==> src/rtl/multicycle_control_unit.sv <==
// Multi-cycle sequencer for the tiny5 core datapath.
// Steps each instruction through FETCH, DECODE, EXECUTE and an optional
// memory-access state, and drives every datapath select, write enable and
// memory handshake. Datapath selects are decoded from the current state and
// the ready inputs in the same cycle, because an accepted memory access must
// write the IR, the PC or the register file on the edge that accepts it.
module multicycle_control_unit #(
  parameter int XLEN = 32
) (
  input  logic            clk_i,
  input  logic            reset_n_i,
  input  logic [31:0]     ir_i,
  input  logic            mem_rd_ready_i,
  input  logic            mem_wr_ready_i,
  output logic            pc_we_o,
  output logic            ir_we_o,
  output logic            regfile_we_o,
  output logic            next_pc_sel_o,
  output logic            regfile_in_sel_o,
  output logic            mem_rd_addr_sel_o,
  output logic            alu_in1_sel_o,
  output logic [1:0]      alu_in2_sel_o,
  output logic [3:0]      alu_op_o,
  output logic            mem_rd_req_o,
  output logic            mem_wr_req_o,
  output logic [2:0]      mem_size_o,
  output logic            retire_o,
  output logic            halted_o,
  output logic [XLEN-1:0] instret_o
);

  // Datapath select encodings shared with the tiny5 datapath.
  localparam logic       NEXT_PC_SEL_PC_4              = 1'b0;
  localparam logic       REGFILE_IN_SEL_ALU_OUT        = 1'b0;
  localparam logic       REGFILE_IN_SEL_MEM_RD_DATA    = 1'b1;
  localparam logic       MEM_RD_ADDR_SEL_PC            = 1'b0;
  localparam logic       MEM_RD_ADDR_SEL_ALU_OUT       = 1'b1;
  localparam logic       ALU_IN1_SEL_REGFILE_OUT1      = 1'b0;
  localparam logic [1:0] ALU_IN2_SEL_REGFILE_OUT2      = 2'd0;
  localparam logic [1:0] ALU_IN2_SEL_IR_ITYPE_IMM      = 2'd1;
  localparam logic [1:0] ALU_IN2_SEL_IR_UTYPE_IMM      = 2'd2;
  localparam logic [1:0] ALU_IN2_SEL_IR_STYPE_IMM      = 2'd3;

  localparam logic [3:0] ALU_OP_ADD             = 4'd0;
  localparam logic [3:0] ALU_OP_SUB             = 4'd1;
  localparam logic [3:0] ALU_OP_SLL             = 4'd2;
  localparam logic [3:0] ALU_OP_SLT             = 4'd3;
  localparam logic [3:0] ALU_OP_SLTU            = 4'd4;
  localparam logic [3:0] ALU_OP_XOR             = 4'd5;
  localparam logic [3:0] ALU_OP_SRL             = 4'd6;
  localparam logic [3:0] ALU_OP_SRA             = 4'd7;
  localparam logic [3:0] ALU_OP_OR              = 4'd8;
  localparam logic [3:0] ALU_OP_AND             = 4'd9;
  localparam logic [3:0] ALU_OP_IN2_PASSTHROUGH = 4'd10;

  localparam logic [6:0] OPC_LUI      = 7'b0110111;
  localparam logic [6:0] OPC_OP       = 7'b0110011;
  localparam logic [6:0] OPC_OP_IMM   = 7'b0010011;
  localparam logic [6:0] OPC_LOAD     = 7'b0000011;
  localparam logic [6:0] OPC_STORE    = 7'b0100011;
  localparam logic [6:0] OPC_MISC_MEM = 7'b0001111;

  localparam logic [2:0] F3_ADD_SUB = 3'd0;
  localparam logic [2:0] F3_SLL     = 3'd1;
  localparam logic [2:0] F3_SLT     = 3'd2;
  localparam logic [2:0] F3_SLTU    = 3'd3;
  localparam logic [2:0] F3_XOR     = 3'd4;
  localparam logic [2:0] F3_SR      = 3'd5;
  localparam logic [2:0] F3_OR      = 3'd6;
  localparam logic [2:0] F3_AND     = 3'd7;

  localparam logic [2:0] F3_LB  = 3'd0;
  localparam logic [2:0] F3_LH  = 3'd1;
  localparam logic [2:0] F3_LW  = 3'd2;
  localparam logic [2:0] F3_LBU = 3'd4;
  localparam logic [2:0] F3_LHU = 3'd5;
  localparam logic [2:0] F3_SB  = 3'd0;
  localparam logic [2:0] F3_SH  = 3'd1;
  localparam logic [2:0] F3_SW  = 3'd2;

  localparam logic [6:0] F7_ZERO = 7'h00;
  localparam logic [6:0] F7_ALT  = 7'h20;

  typedef enum logic [2:0] {
    S_FETCH,
    S_DECODE,
    S_EXECUTE,
    S_MEM_RD,
    S_MEM_WR,
    S_HALT
  } state_t;

  state_t     state;
  state_t     next_state;

  logic [6:0] opcode;
  logic [4:0] rd;
  logic [2:0] funct3;
  logic [6:0] funct7;
  logic       rd_nz;
  logic       legal;
  logic       unused_ir;

  assign opcode    = ir_i[6:0];
  assign rd        = ir_i[11:7];
  assign funct3    = ir_i[14:12];
  assign funct7    = ir_i[31:25];
  assign rd_nz     = (rd != 5'd0);
  assign unused_ir = ^ir_i[24:15];

  // ALU operation for register and immediate arithmetic; only the register
  // form may turn ADD into SUB, both forms use funct7[5] to pick SRA.
  function automatic logic [3:0] alu_op_from_funct(input logic [2:0] f3,
                                                   input logic       alt,
                                                   input logic       allow_sub);
    logic [3:0] op;
    case (f3)
      F3_ADD_SUB: op = (alt && allow_sub) ? ALU_OP_SUB : ALU_OP_ADD;
      F3_SLL:     op = ALU_OP_SLL;
      F3_SLT:     op = ALU_OP_SLT;
      F3_SLTU:    op = ALU_OP_SLTU;
      F3_XOR:     op = ALU_OP_XOR;
      F3_SR:      op = alt ? ALU_OP_SRA : ALU_OP_SRL;
      F3_OR:      op = ALU_OP_OR;
      F3_AND:     op = ALU_OP_AND;
      default:    op = ALU_OP_ADD;
    endcase
    return op;
  endfunction

  // Legality of the instruction held in the IR, consulted in DECODE.
  always_comb begin
    legal = 1'b0;
    case (opcode)
      OPC_LUI, OPC_MISC_MEM: legal = 1'b1;
      OPC_OP: legal = (funct7 == F7_ZERO) ||
                      ((funct7 == F7_ALT) && ((funct3 == F3_ADD_SUB) || (funct3 == F3_SR)));
      OPC_OP_IMM: begin
        if (funct3 == F3_SLL)     legal = (funct7 == F7_ZERO);
        else if (funct3 == F3_SR) legal = (funct7 == F7_ZERO) || (funct7 == F7_ALT);
        else                      legal = 1'b1;
      end
      OPC_LOAD: legal = (funct3 == F3_LB) || (funct3 == F3_LH) || (funct3 == F3_LW) ||
                        (funct3 == F3_LBU) || (funct3 == F3_LHU);
      OPC_STORE: legal = (funct3 == F3_SB) || (funct3 == F3_SH) || (funct3 == F3_SW);
      default: legal = 1'b0;
    endcase
  end

  // Per-state control decode and next-state selection; every enable,
  // request and the retire pulse are forced low while reset is asserted.
  always_comb begin
    next_state        = state;
    pc_we_o           = 1'b0;
    ir_we_o           = 1'b0;
    regfile_we_o      = 1'b0;
    next_pc_sel_o     = NEXT_PC_SEL_PC_4;
    regfile_in_sel_o  = REGFILE_IN_SEL_ALU_OUT;
    mem_rd_addr_sel_o = MEM_RD_ADDR_SEL_PC;
    alu_in1_sel_o     = ALU_IN1_SEL_REGFILE_OUT1;
    alu_in2_sel_o     = ALU_IN2_SEL_REGFILE_OUT2;
    alu_op_o          = ALU_OP_ADD;
    mem_rd_req_o      = 1'b0;
    mem_wr_req_o      = 1'b0;
    mem_size_o        = 3'd0;
    retire_o          = 1'b0;
    case (state)
      S_FETCH: begin
        mem_rd_req_o      = 1'b1;
        mem_rd_addr_sel_o = MEM_RD_ADDR_SEL_PC;
        if (mem_rd_ready_i) begin
          ir_we_o    = 1'b1;
          pc_we_o    = 1'b1;
          next_state = S_DECODE;
        end
      end
      S_DECODE: begin
        next_state = legal ? S_EXECUTE : S_HALT;
      end
      S_EXECUTE: begin
        next_state = S_FETCH;
        case (opcode)
          OPC_LUI: begin
            alu_in2_sel_o = ALU_IN2_SEL_IR_UTYPE_IMM;
            alu_op_o      = ALU_OP_IN2_PASSTHROUGH;
            regfile_we_o  = rd_nz;
            retire_o      = 1'b1;
          end
          OPC_OP: begin
            alu_in2_sel_o = ALU_IN2_SEL_REGFILE_OUT2;
            alu_op_o      = alu_op_from_funct(funct3, funct7[5], 1'b1);
            regfile_we_o  = rd_nz;
            retire_o      = 1'b1;
          end
          OPC_OP_IMM: begin
            alu_in2_sel_o = ALU_IN2_SEL_IR_ITYPE_IMM;
            alu_op_o      = alu_op_from_funct(funct3, funct7[5], 1'b0);
            regfile_we_o  = rd_nz;
            retire_o      = 1'b1;
          end
          OPC_LOAD: begin
            alu_in2_sel_o = ALU_IN2_SEL_IR_ITYPE_IMM;
            alu_op_o      = ALU_OP_ADD;
            next_state    = S_MEM_RD;
          end
          OPC_STORE: begin
            alu_in2_sel_o = ALU_IN2_SEL_IR_STYPE_IMM;
            alu_op_o      = ALU_OP_ADD;
            next_state    = S_MEM_WR;
          end
          OPC_MISC_MEM: begin
            retire_o = 1'b1;
          end
          default: next_state = S_FETCH;
        endcase
      end
      S_MEM_RD: begin
        alu_in2_sel_o     = ALU_IN2_SEL_IR_ITYPE_IMM;
        alu_op_o          = ALU_OP_ADD;
        mem_rd_addr_sel_o = MEM_RD_ADDR_SEL_ALU_OUT;
        mem_size_o        = funct3;
        mem_rd_req_o      = 1'b1;
        if (mem_rd_ready_i) begin
          regfile_in_sel_o = REGFILE_IN_SEL_MEM_RD_DATA;
          regfile_we_o     = rd_nz;
          retire_o         = 1'b1;
          next_state       = S_FETCH;
        end
      end
      S_MEM_WR: begin
        alu_in2_sel_o = ALU_IN2_SEL_IR_STYPE_IMM;
        alu_op_o      = ALU_OP_ADD;
        mem_size_o    = funct3;
        mem_wr_req_o  = 1'b1;
        if (mem_wr_ready_i) begin
          retire_o   = 1'b1;
          next_state = S_FETCH;
        end
      end
      S_HALT: next_state = S_HALT;
      default: next_state = S_FETCH;
    endcase
    if (!reset_n_i) begin
      pc_we_o      = 1'b0;
      ir_we_o      = 1'b0;
      regfile_we_o = 1'b0;
      mem_rd_req_o = 1'b0;
      mem_wr_req_o = 1'b0;
      retire_o     = 1'b0;
    end
  end

  // State register, sticky halt flag and wrapping retired-instruction count.
  always_ff @(posedge clk_i) begin
    if (!reset_n_i) begin
      state     <= S_FETCH;
      halted_o  <= 1'b0;
      instret_o <= '0;
    end else begin
      state    <= next_state;
      halted_o <= halted_o | (next_state == S_HALT);
      if (retire_o) instret_o <= instret_o + {{(XLEN-1){1'b0}}, 1'b1};
    end
  end

endmodule

==> config.mk <==
export PLATFORM = sky130hd
export DESIGN_NAME = multicycle_control_unit
export DESIGN_NICKNAME = d
export VERILOG_FILES = /design/src/rtl/multicycle_control_unit.sv
export SDC_FILE = /design/constraint.sdc
export NUM_CORES = 1
export LEC_CHECK = 0
export BUFFER_PORTS_ARGS = -buffer_cell sky130_fd_sc_hd__buf_2
export CAP_MARGIN = 20
export CORE_ASPECT_RATIO = 0.5
export CORE_MARGIN = 2
export CORE_UTILIZATION = 38
export CTS_BUF_LIST = sky130_fd_sc_hd__clkbuf_16
export DETAILED_ROUTE_END_ITERATION = 10
export GPL_ROUTABILITY_DRIVEN = 0
export PLACE_DENSITY = 0.76
export SYNTH_ARGS = -nofsm -noshare
export SYNTH_HDL_FRONTEND = slang
export SYNTH_SLANG_ARGS = --single-unit
==> constraint.sdc <==
create_clock -name clk_i -period 2.7 [get_ports clk_i]
set_input_delay 0.675 -clock clk_i [delete_from_list [all_inputs] [get_ports clk_i]]
set_output_delay 0.675 -clock clk_i [all_outputs]
set_load 0.05 [all_outputs]
==> results.sh, run 1 <==
export IMPL_critPathCaptureType="output pin"
export IMPL_layout_common_cells="buf_2, nor2_1, dfxtp_1"
export IMPL_fin_crit_ns=2.63
export IMPL_path_cells="buf_2, nand4b_1, or3_1, a21o_1, a21oi_4, buf_2"
export IMPL_r2r_slack_ns=0.43
export IMPL_hold_viol=0
export IMPL_fmax_mhz=381
export IMPL_critPathMaxFanout=2
export IMPL_slew_viol_final=0
export IMPL_cts_made_buffers=5
export IMPL_syn_inst=284
export IMPL_track_usage_pct=17.6
export IMPL_grt_max_degree=33
export IMPL_setup_viol=0
export IMPL_hold_worst_slack_ns=0.468
export IMPL_status="complete, no violations"
export IMPL_antennaDiodeCount=0
export IMPL_ir_worst_vdd_uv=287
export IMPL_wirelength_mm=5.53
export IMPL_synth_area_leaders="dfxtp_1, xnor2_1, nor2_1"
export IMPL_synth_top_family_by_area="simple AND/OR/NAND/NOR gates"
export IMPL_drive_above_1_share_pct=30.7
export IMPL_grt_pass1_wl_mm=9.07
export IMPL_antenna_found_initial=0
export IMPL_synth_top_area_share_pct=33.3
export IMPL_synth_edff_count=0
export IMPL_synth_async_sr_flop_share_pct=0
export IMPL_cts_tree="built"
export IMPL_drt_initial_drc_count=79
export IMPL_dr_pass1_iters=4
export IMPL_crit_path_start_kind="input pin"
export IMPL_synth_adder_area_share_pct=0.577
export IMPL_fin_skew_ns=0.00411
export IMPL_synth_mux_area_share_pct=2.37
export IMPL_clock_sinks=36
export IMPL_setup_ws_ns=0.0721
export IMPL_hp_class="register to register"
export IMPL_postPlaceCellArea_um2=2700
export IMPL_routed_via_count=2282
export IMPL_fillers=528
export IMPL_hold_buffers=0
export IMPL_final_util_pct=52.0
export IMPL_rows=19
export IMPL_power_density_nw_per_um2=555
export IMPL_layout_nets=401
export IMPL_maxCapViolations=0
export IMPL_multiInputGateArea_um2=1390
export IMPL_synth_cell_type_count=49
export IMPL_grt_remaining_overflow=0
export IMPL_arrival_ns=1.95
export IMPL_critPathMaxStageDelay_ns=0.40
export IMPL_h_tree_depth=2
export IMPL_synth_ff_type="dfxtp_1"
export IMPL_via_per_inst=5.21
export IMPL_netlist_top_cell_by_area="dfxtp_1"
export IMPL_seq_area_frac_synth_pct=33.3
export IMPL_post_cts_buffers=0
export IMPL_dieWidth_um=111
export IMPL_clk_pin_slew_ns=0.05
export IMPL_power_leakage_nw=1.19
export IMPL_ys_ff_latch=36
export IMPL_seq_area_um2=721
export IMPL_synth_warning_count=0
export IMPL_syn_to_final_growth_pct=31.8
export IMPL_die_h_um=57.4
export IMPL_synth_compound_area_share_pct=10.6
export IMPL_io_pins=88
export IMPL_worst_ep_required_time_ns=2.03
export IMPL_synthSimpleGateAreaFrac_pct=38.0
export IMPL_grt_pass1_vias=2012
export IMPL_final_common_cell="buf_2"
export IMPL_avgSynthCellArea_um2=7.63
export IMPL_finalInstanceArea_um2=2860
export IMPL_coreArea_um2=5490
export IMPL_post_place_ws_ns=-0.00925
export IMPL_clk_path_buf_depth=2
export IMPL_crit_top_cell="buf_2"
export IMPL_drc=0
export IMPL_dp_hpwl_mm=4.00
export IMPL_dieArea_um2=6360
export IMPL_crit_slowest_cell="or3_1"
export IMPL_initial_utilization_pct=39.5
export IMPL_synth_xor_area_share_pct=10.5
export IMPL_slew_headroom_pct=65.3
export IMPL_root_buffer="clkbuf_16"
export IMPL_netlist_area_um2=2170
export IMPL_port_buffers=75
export IMPL_p_total_mw=1.59
export IMPL_worst_setup_path_type="input pin to output pin"
export IMPL_wl_per_cell_um=12.6
export IMPL_worstMarginPinSlew_ns=0.519
export IMPL_ant_nets=0
export IMPL_clkLatencyLatePin_ns=0.28
export IMPL_finalCritPeriodShare_pct=97.3
[routing by layer]
metal,routed length [um],part of all wire [%],track usage [%]
met1,2520,46,22.5
met4,72,1.3,7.32
met5,0,0,0
met2,2610,47,29.8
met3,318,5.8,3.61
[state kept, by name, indices dropped and copies added (netlist names)]
signal and cells:
instret_o 32, state 3, halted_o 1
[worst max-delay path: cells and delay by family]
kind	cells	cell delay, ns
AND/OR/NAND/NOR	2	0.59
AO/OA/AOI/OAI	2	0.33
buffers and inverters	2	0.37
[metrics by stage]
step	TNS [ns]	std cells
4_1_cts	0	438
3_5_place_dp	-0.00925	430
5_1_grt	-0.00640	438
6_report	0	438
2_1_floorplan	-0.525	285
3_3_place_gp	-0.0182	430
[report_power, final]
part	switching, mW	internal [mW]	total [mW]
registers	0.0360	0.556	0.592
logic	0.325	0.134	0.458
clock network	0.205	0.331	0.537
[synthesized netlist by cell type (2+ instances only)]
cell type   n
nor4_1      7
nand3_1     9
mux2i_1     4
nand3b_1    4
or4_1       5
nand2_1    24
o21ai_0     9
nand2b_1    7
nor3_1     15
dfxtp_1    36
a21oi_1     8
clkbuf_1   13
nor4b_1     3
nor3b_1     2
or2_2       3
xnor2_1    23
or3_1       3
and3_1      2
nor2_1     43
and2_1      4
nor3_2      2
o22ai_1     3
xor2_1      3
nand4_1    14
inv_1       6
buf_4       3
a31oi_1     2
nor2b_1     6
[repair_timing]
item                                    in CTS  in global routing
cloned                                       0                  0
pin swaps                                    0                  1
gates resized for setup                      1                  6
endpoints found under the setup margin       1                  4
[area by class of cell]
type	instances	share of cell area, %
inverters	6	0.788
repair buffers	89	17.2
clock inverters	3	0.394
multi-input cells	226	48.8
flip-flops and latches	36	25.2
clock buffers	5	4.38
well taps	73	3.20
[kinds of logic after synthesis]
logic type,count (synthesis)
compound gates,35
xor+xnor,26
fa+ha+maj,1
buf+inv,23
flops,36
mux,5
other cells,1
simple gates,157
[worst paths after layout]
path | startpoint | end | depth (start not counted)
worst max-delay path | ir_i[6] | alu_in2_sel_o[1] | 6
worst min-delay path | halted_o$_SDFF_PN0_ | halted_o$_SDFF_PN0_ | 2
worst max register to register | state[2]$_SDFF_PN0_ | instret_o[27]$_SDFFE_PN0P_ | 6
worst min register to register | halted_o$_SDFF_PN0_ | halted_o$_SDFF_PN0_ | 2
Power figures use the tool's default switching activity.
==> run 2, diff against run 1 <==
- CORE_UTILIZATION: 38 -> 32
- PLACE_DENSITY: 0.76 -> 0.67
==> run 2 against run 1 <==
Effect of this change:
- combinational power rose by 3%
- sequential cell count did not move
- sequential power barely moved
- clock power fell by 2%
- wire length rose by 1.3%
- die area rose by 18%
==> results.sh, run 2 (synthesis results as in run 1) <==
export IMPL_regMostFlops="instret_o"
export IMPL_fmax_mhz=382
export IMPL_seq_area_um2=721
export IMPL_layout_nets=403
export IMPL_grt_max_degree=33
export IMPL_fin_skew_ns=0.00385
export IMPL_grt_remaining_overflow=0
export IMPL_via_per_inst=4.94
export IMPL_drive_above_1_share_pct=31.4
export IMPL_clkLatencyLatePin_ns=0.27
export IMPL_final_common_cell="buf_2"
export IMPL_reg_largest_list="instret_o x32, state x3, halted_o x1"
export IMPL_worst_setup_path_type="input pin to output pin"
export IMPL_arrival_ns=1.95
export IMPL_dieWidth_um=120
export IMPL_hold_buffers=0
export IMPL_reg2reg_from="state[2]$_SDFF_PN0_"
export IMPL_path_buf_inv=3
export IMPL_track_usage_pct=14.7
export IMPL_ant_nets=0
export IMPL_worst_ep_required_time_ns=2.03
export IMPL_status="complete, no violations"
export IMPL_layout_common_cells="buf_2, nor2_1, dfxtp_1"
export IMPL_path_cells="buf_2, nand4b_1, or3_1, buf_4, a31oi_2, buf_4"
export IMPL_power_frac_clock_pct=33.0
export IMPL_ir_worst_vdd_uv=325
export IMPL_rows=21
export IMPL_p_total_mw=1.59
export IMPL_power_switching_mw=0.563
export IMPL_slew_viol_final=0
export IMPL_worstHoldStart="halted_o$_SDFF_PN0_"
export IMPL_comb_power_share_pct=29.7
export IMPL_wl_per_cell_um=12.2
export IMPL_io_pins=88
export IMPL_crit_slowest_cell="or3_1"
export IMPL_port_buffers=75
export IMPL_hp_class="register to register"
export IMPL_p_sw_share_pct=35.3
export IMPL_rsz0062_at_grt="true"
export IMPL_grt_pass1_vias=2015
export IMPL_fillers=707
export IMPL_clk_pin_slew_ns=0.05
export IMPL_finalInstanceArea_um2=2910
export IMPL_wirelength_mm=5.60
export IMPL_grt_pass1_wl_mm=9.10
export IMPL_final_util_pct=43.9
export IMPL_crit_path_start_kind="input pin"
export IMPL_dp_hpwl_mm=4.17
export IMPL_seqPwrFrac_pct=37.3
export IMPL_grtUsageMet2_pct=24.1
export IMPL_top_usage_layer="met2"
export IMPL_min_to="halted_o$_SDFF_PN0_"
export IMPL_fin_crit_ns=2.62
export IMPL_clk_path_buf_depth=2
export IMPL_critPathCaptureType="output pin"
export IMPL_dr_pass1_iters=4
export IMPL_drt_initial_drc_count=94
export IMPL_syn_to_final_growth_pct=34.2
export IMPL_h_tree_depth=2
export IMPL_setup_viol=0
export IMPL_drc=0
export IMPL_initial_utilization_pct=32.7
export IMPL_finalCritPeriodShare_pct=97.1
export IMPL_hold_viol=0
export IMPL_r2r_end="instret_o[27]$_SDFFE_PN0P_"
export IMPL_hold_path_depth=2
export IMPL_antennaDiodeCount=0
export IMPL_crit_family="simple AND/OR/NAND/NOR gates"
export IMPL_maxCapViolations=0
export IMPL_critPathMaxFanout=3
export IMPL_met3_usage_pct=2.94
export IMPL_hold_worst_slack_ns=0.471
export IMPL_antenna_found_initial=0
export IMPL_power_leakage_nw=1.19
export IMPL_clock_sinks=36
export IMPL_dieArea_um2=7490
export IMPL_root_buffer="clkbuf_16"
export IMPL_cts_tree="built"
export IMPL_postPlaceCellArea_um2=2740
export IMPL_routed_via_count=2261
export IMPL_power_density_nw_per_um2=548
export IMPL_rr_worst_depth=6
export IMPL_die_h_um=62.2
export IMPL_crit_top_cell="buf_4"
export IMPL_critPathMaxStageDelay_ns=0.40
export IMPL_largest_reg_flops=32
export IMPL_multiInputGateArea_um2=1400
export IMPL_use_met1_pct=19.6
export IMPL_cts_made_buffers=5
export IMPL_intPower_mw=1.03
export IMPL_coreArea_um2=6620
export IMPL_r2r_slack_ns=0.46
[run 2: cell count changes in the layout (fill, tap and decap cells not counted)]
cell / delta
buf_2: -2
buf_4: +2
buf_6: +2
clkinv_1: -1
clkinv_2: +1
inv_1: -1
or2_2: -1
or2_4: +1
[run 2: cell type report]
| type | count | share of cell area [%] |
|---|---|---|
| inverters | 6 | 0.775 |
| multi-input cells | 226 | 48.0 |
| clock inverters | 2 | 0.301 |
| repair buffers | 91 | 17.9 |
| well taps | 92 | 3.96 |
| clock buffers | 5 | 4.30 |
| flip-flops and latches | 36 | 24.8 |
[run 2: metal layers]
layer  up-vias  wire length (um)  part of all wire [%]
met4         0                46                  0.82
met2        60              2580                    46
met5         -                 0                     0
met1      1032              2710                    48
li1       1164                 -                     -
met3         5               268                   4.8
[run 2: metrics by stage]
stage / worst slack [ns] / setup TNS, ns / cells
after global routing: -0.0238 / -0.0409 / 458
after CTS: 0.00470 / 0 / 458
after floorplan: -0.264 / -0.525 / 285
after global placement: -0.0480 / -0.0480 / 451
after detailed placement: -0.0457 / -0.0457 / 451
final: 0.0794 / 0 / 458
[run 2: timing repair]
item / 4_1_cts / 5_1_grt
setup endpoints to repair: 1 / 4
pin swaps: 0 / 3
gates resized for setup: 1 / 13
setup buffers: 0 / 0
[run 2: worst max-delay path by stage]
stage | start | to | slack [ns] | cells past startpoint
after floorplan | ir_i[6] | alu_op_o[0] | -0.26 | 5
after global placement | ir_i[6] | alu_op_o[0] | -0.05 | 8
after detailed placement | ir_i[6] | alu_op_o[0] | -0.05 | 8
after CTS | ir_i[6] | alu_op_o[0] | 0.005 | 8
after global routing | ir_i[6] | alu_op_o[2] | -0.02 | 8
final | ir_i[6] | regfile_we_o | 0.08 | 6
[run 2: worst min-delay path, cell delays in order, from the launching register on]
cell and delay [ns]:
dfxtp_1 0.30, nand2_1 0.05, nand3_1 0.06
[run 2: power groups by stage]
stage                     Combinational, mW  Clock [mW]  Sequential [mW]
after floorplan                       0.319           0            0.632
after global placement                0.464           0            0.604
after detailed placement              0.467           0            0.603
after CTS                             0.467       0.537            0.593
after global routing                  0.512       0.572            0.598
final                                 0.474       0.526            0.595
==> run 3, diff against run 2 <==
- BUFFER_PORTS_ARGS: -buffer_cell sky130_fd_sc_hd__buf_2 -> -buffer_cell sky130_fd_sc_hd__buf_4
==> run 3 against run 2 <==
Effect of this change:
- highest routed layer unchanged
- first-iteration DRC count fell by 21%
- sequential share of layout area fell by 1.2 points
- non-clock buffer count fell by 3
- global-route usage rose by 1.0 points
- largest cell class unchanged
- worst hold slack improved by 0.0068 ns
- worst setup slack improved by 0.0077 ns
- combinational power rose by 6.1%
==> results.sh, run 3 (synthesis results as in run 1) <==
export IMPL_status="complete, no violations"
export IMPL_clock_sinks=36
export IMPL_finalCritPeriodShare_pct=96.8
export IMPL_syn_to_final_growth_pct=41.1
export IMPL_h_tree_depth=2
export IMPL_via_per_inst=4.97
export IMPL_drc=0
export IMPL_coreArea_um2=6620
export IMPL_rsz0062_at_grt="true"
export IMPL_io_pins=88
export IMPL_fillers=682
export IMPL_critPathMaxFanout=3
export IMPL_crit_slowest_cell="or3_1"
export IMPL_setup_ws_ns=0.0870
export IMPL_largest_reg_flops=32
export IMPL_worstMarginPinSlew_ns=0.516
export IMPL_maxCapViolations=0
export IMPL_routed_via_count=2266
export IMPL_ir_worst_vdd_uv=220
export IMPL_layout_common_cells="buf_4, nor2_1, dfxtp_1"
export IMPL_final_common_cell="buf_4"
export IMPL_power_leakage_nw=1.20
export IMPL_port_buffers=75
export IMPL_reg_largest_list="instret_o x32, state x3, halted_o x1"
export IMPL_setup_viol=0
export IMPL_ant_nets=0
export IMPL_fin_skew_ns=0.00308
export IMPL_dieArea_um2=7490
export IMPL_critPathMaxStageDelay_ns=0.37
export IMPL_final_util_pct=46.2
export IMPL_fin_crit_ns=2.61
export IMPL_die_h_um=62.2
export IMPL_power_density_nw_per_um2=531
export IMPL_hold_worst_slack_ns=0.478
export IMPL_hp_class="register to register"
export IMPL_clk_pin_slew_ns=0.05
export IMPL_grt_pass1_wl_mm=9.62
export IMPL_wirelength_mm=5.72
export IMPL_track_usage_pct=15.7
export IMPL_worst_setup_path_type="input pin to output pin"
export IMPL_rows=21
export IMPL_fmax_mhz=383
export IMPL_postPlaceCellArea_um2=2900
export IMPL_initial_utilization_pct=32.7
export IMPL_clkLatencyLatePin_ns=0.27
export IMPL_worst_ep_required_time_ns=2.03
export IMPL_dp_hpwl_mm=4.24
export IMPL_slew_headroom_pct=65.5
export IMPL_path_buf_inv=2
export IMPL_post_place_ws_ns=-0.0253
export IMPL_regMostFlops="instret_o"
export IMPL_antennaDiodeCount=0
export IMPL_path_cells="buf_4, nand3b_1, or3_1, nor2_2, a211oi_1, nor3_2, buf_6"
export IMPL_antenna_found_initial=0
export IMPL_finalInstanceArea_um2=3060
export IMPL_root_buffer="clkbuf_16"
export IMPL_cts_made_buffers=5
export IMPL_dieWidth_um=120
export IMPL_clk_path_buf_depth=2
export IMPL_crit_family="simple AND/OR/NAND/NOR gates"
export IMPL_dr_pass1_iters=4
export IMPL_cts_tree="built"
export IMPL_grt_remaining_overflow=0
export IMPL_crit_path_start_kind="input pin"
export IMPL_wl_per_cell_um=12.5
export IMPL_p_total_mw=1.62
export IMPL_hold_buffers=0
export IMPL_hold_viol=0
export IMPL_drive_above_1_share_pct=30.5
export IMPL_layout_nets=400
export IMPL_arrival_ns=1.94
export IMPL_slew_viol_final=0
export IMPL_critPathCaptureType="output pin"
export IMPL_drt_initial_drc_count=74
export IMPL_grt_pass1_vias=2162
export IMPL_grt_max_degree=33
## run 3: cell count changes in the layout (fill, tap and decap cells not counted), sizes merged
cell / previous run / this run
clkbuf: 6 / 5
inv: 7 / 8
buf: 90 / 88
## run 3: final cells by class
cell class	instances	area (um^2)	area share [%]
inverter	6	22.5	0.737
clock buffer	5	125	4.09
tap	92	115	3.77
timing repair buffer	88	668	21.9
multi-input combinational	226	1390	45.6
sequential	36	721	23.6
clock inverter	3	11.3	0.368
## run 3: worst min-delay path, cell delays in order, from the launching register on
cell,delay (ns)
dfxtp_1,0.31
nand2_1,0.05
nand3_1,0.06
## run 3: through the flow
step                TNS (ns)  cells
detailed placement   -0.0253    447
finish                     0    456
global route         -0.0163    456
floorplan             -0.525    285
global placement     -0.0110    447
CTS                        0    455
## run 3: worst paths after layout
check,slack (ns),from,to,cells after the start
setup / recovery,0.09,ir_i[6],alu_op_o[0],7
hold / removal,0.48,halted_o$_SDFF_PN0_,halted_o$_SDFF_PN0_,2
setup reg to reg,0.49,state[2]$_SDFF_PN0_,instret_o[13]$_SDFFE_PN0P_,7
hold reg to reg,0.48,halted_o$_SDFF_PN0_,halted_o$_SDFF_PN0_,2
## run 3: report_power, final
group	leakage [nW]	total [mW]	switching, mW	internal (mW)
Clock	0.0738	0.524	0.193	0.331
Combinational	0.834	0.503	0.332	0.171
Sequential	0.291	0.595	0.0392	0.556
Total	1.20	1.62	0.565	1.06
## run 3: metal layers
metal / vias up / GRT usage, % / wire [um]
li1: 1156 / - / -
met1: 1044 / 19.1 / 2660
met2: 54 / 26.8 / 2650
met3: 12 / 3.58 / 300
met4: 0 / 6.54 / 112
met5: - / 0 / 0
## run 3: timing repair
item / CTS / global route
buffers inserted: 0 / 1
gates resized for setup: 1 / 3
endpoints found under the setup margin: 2 / 2
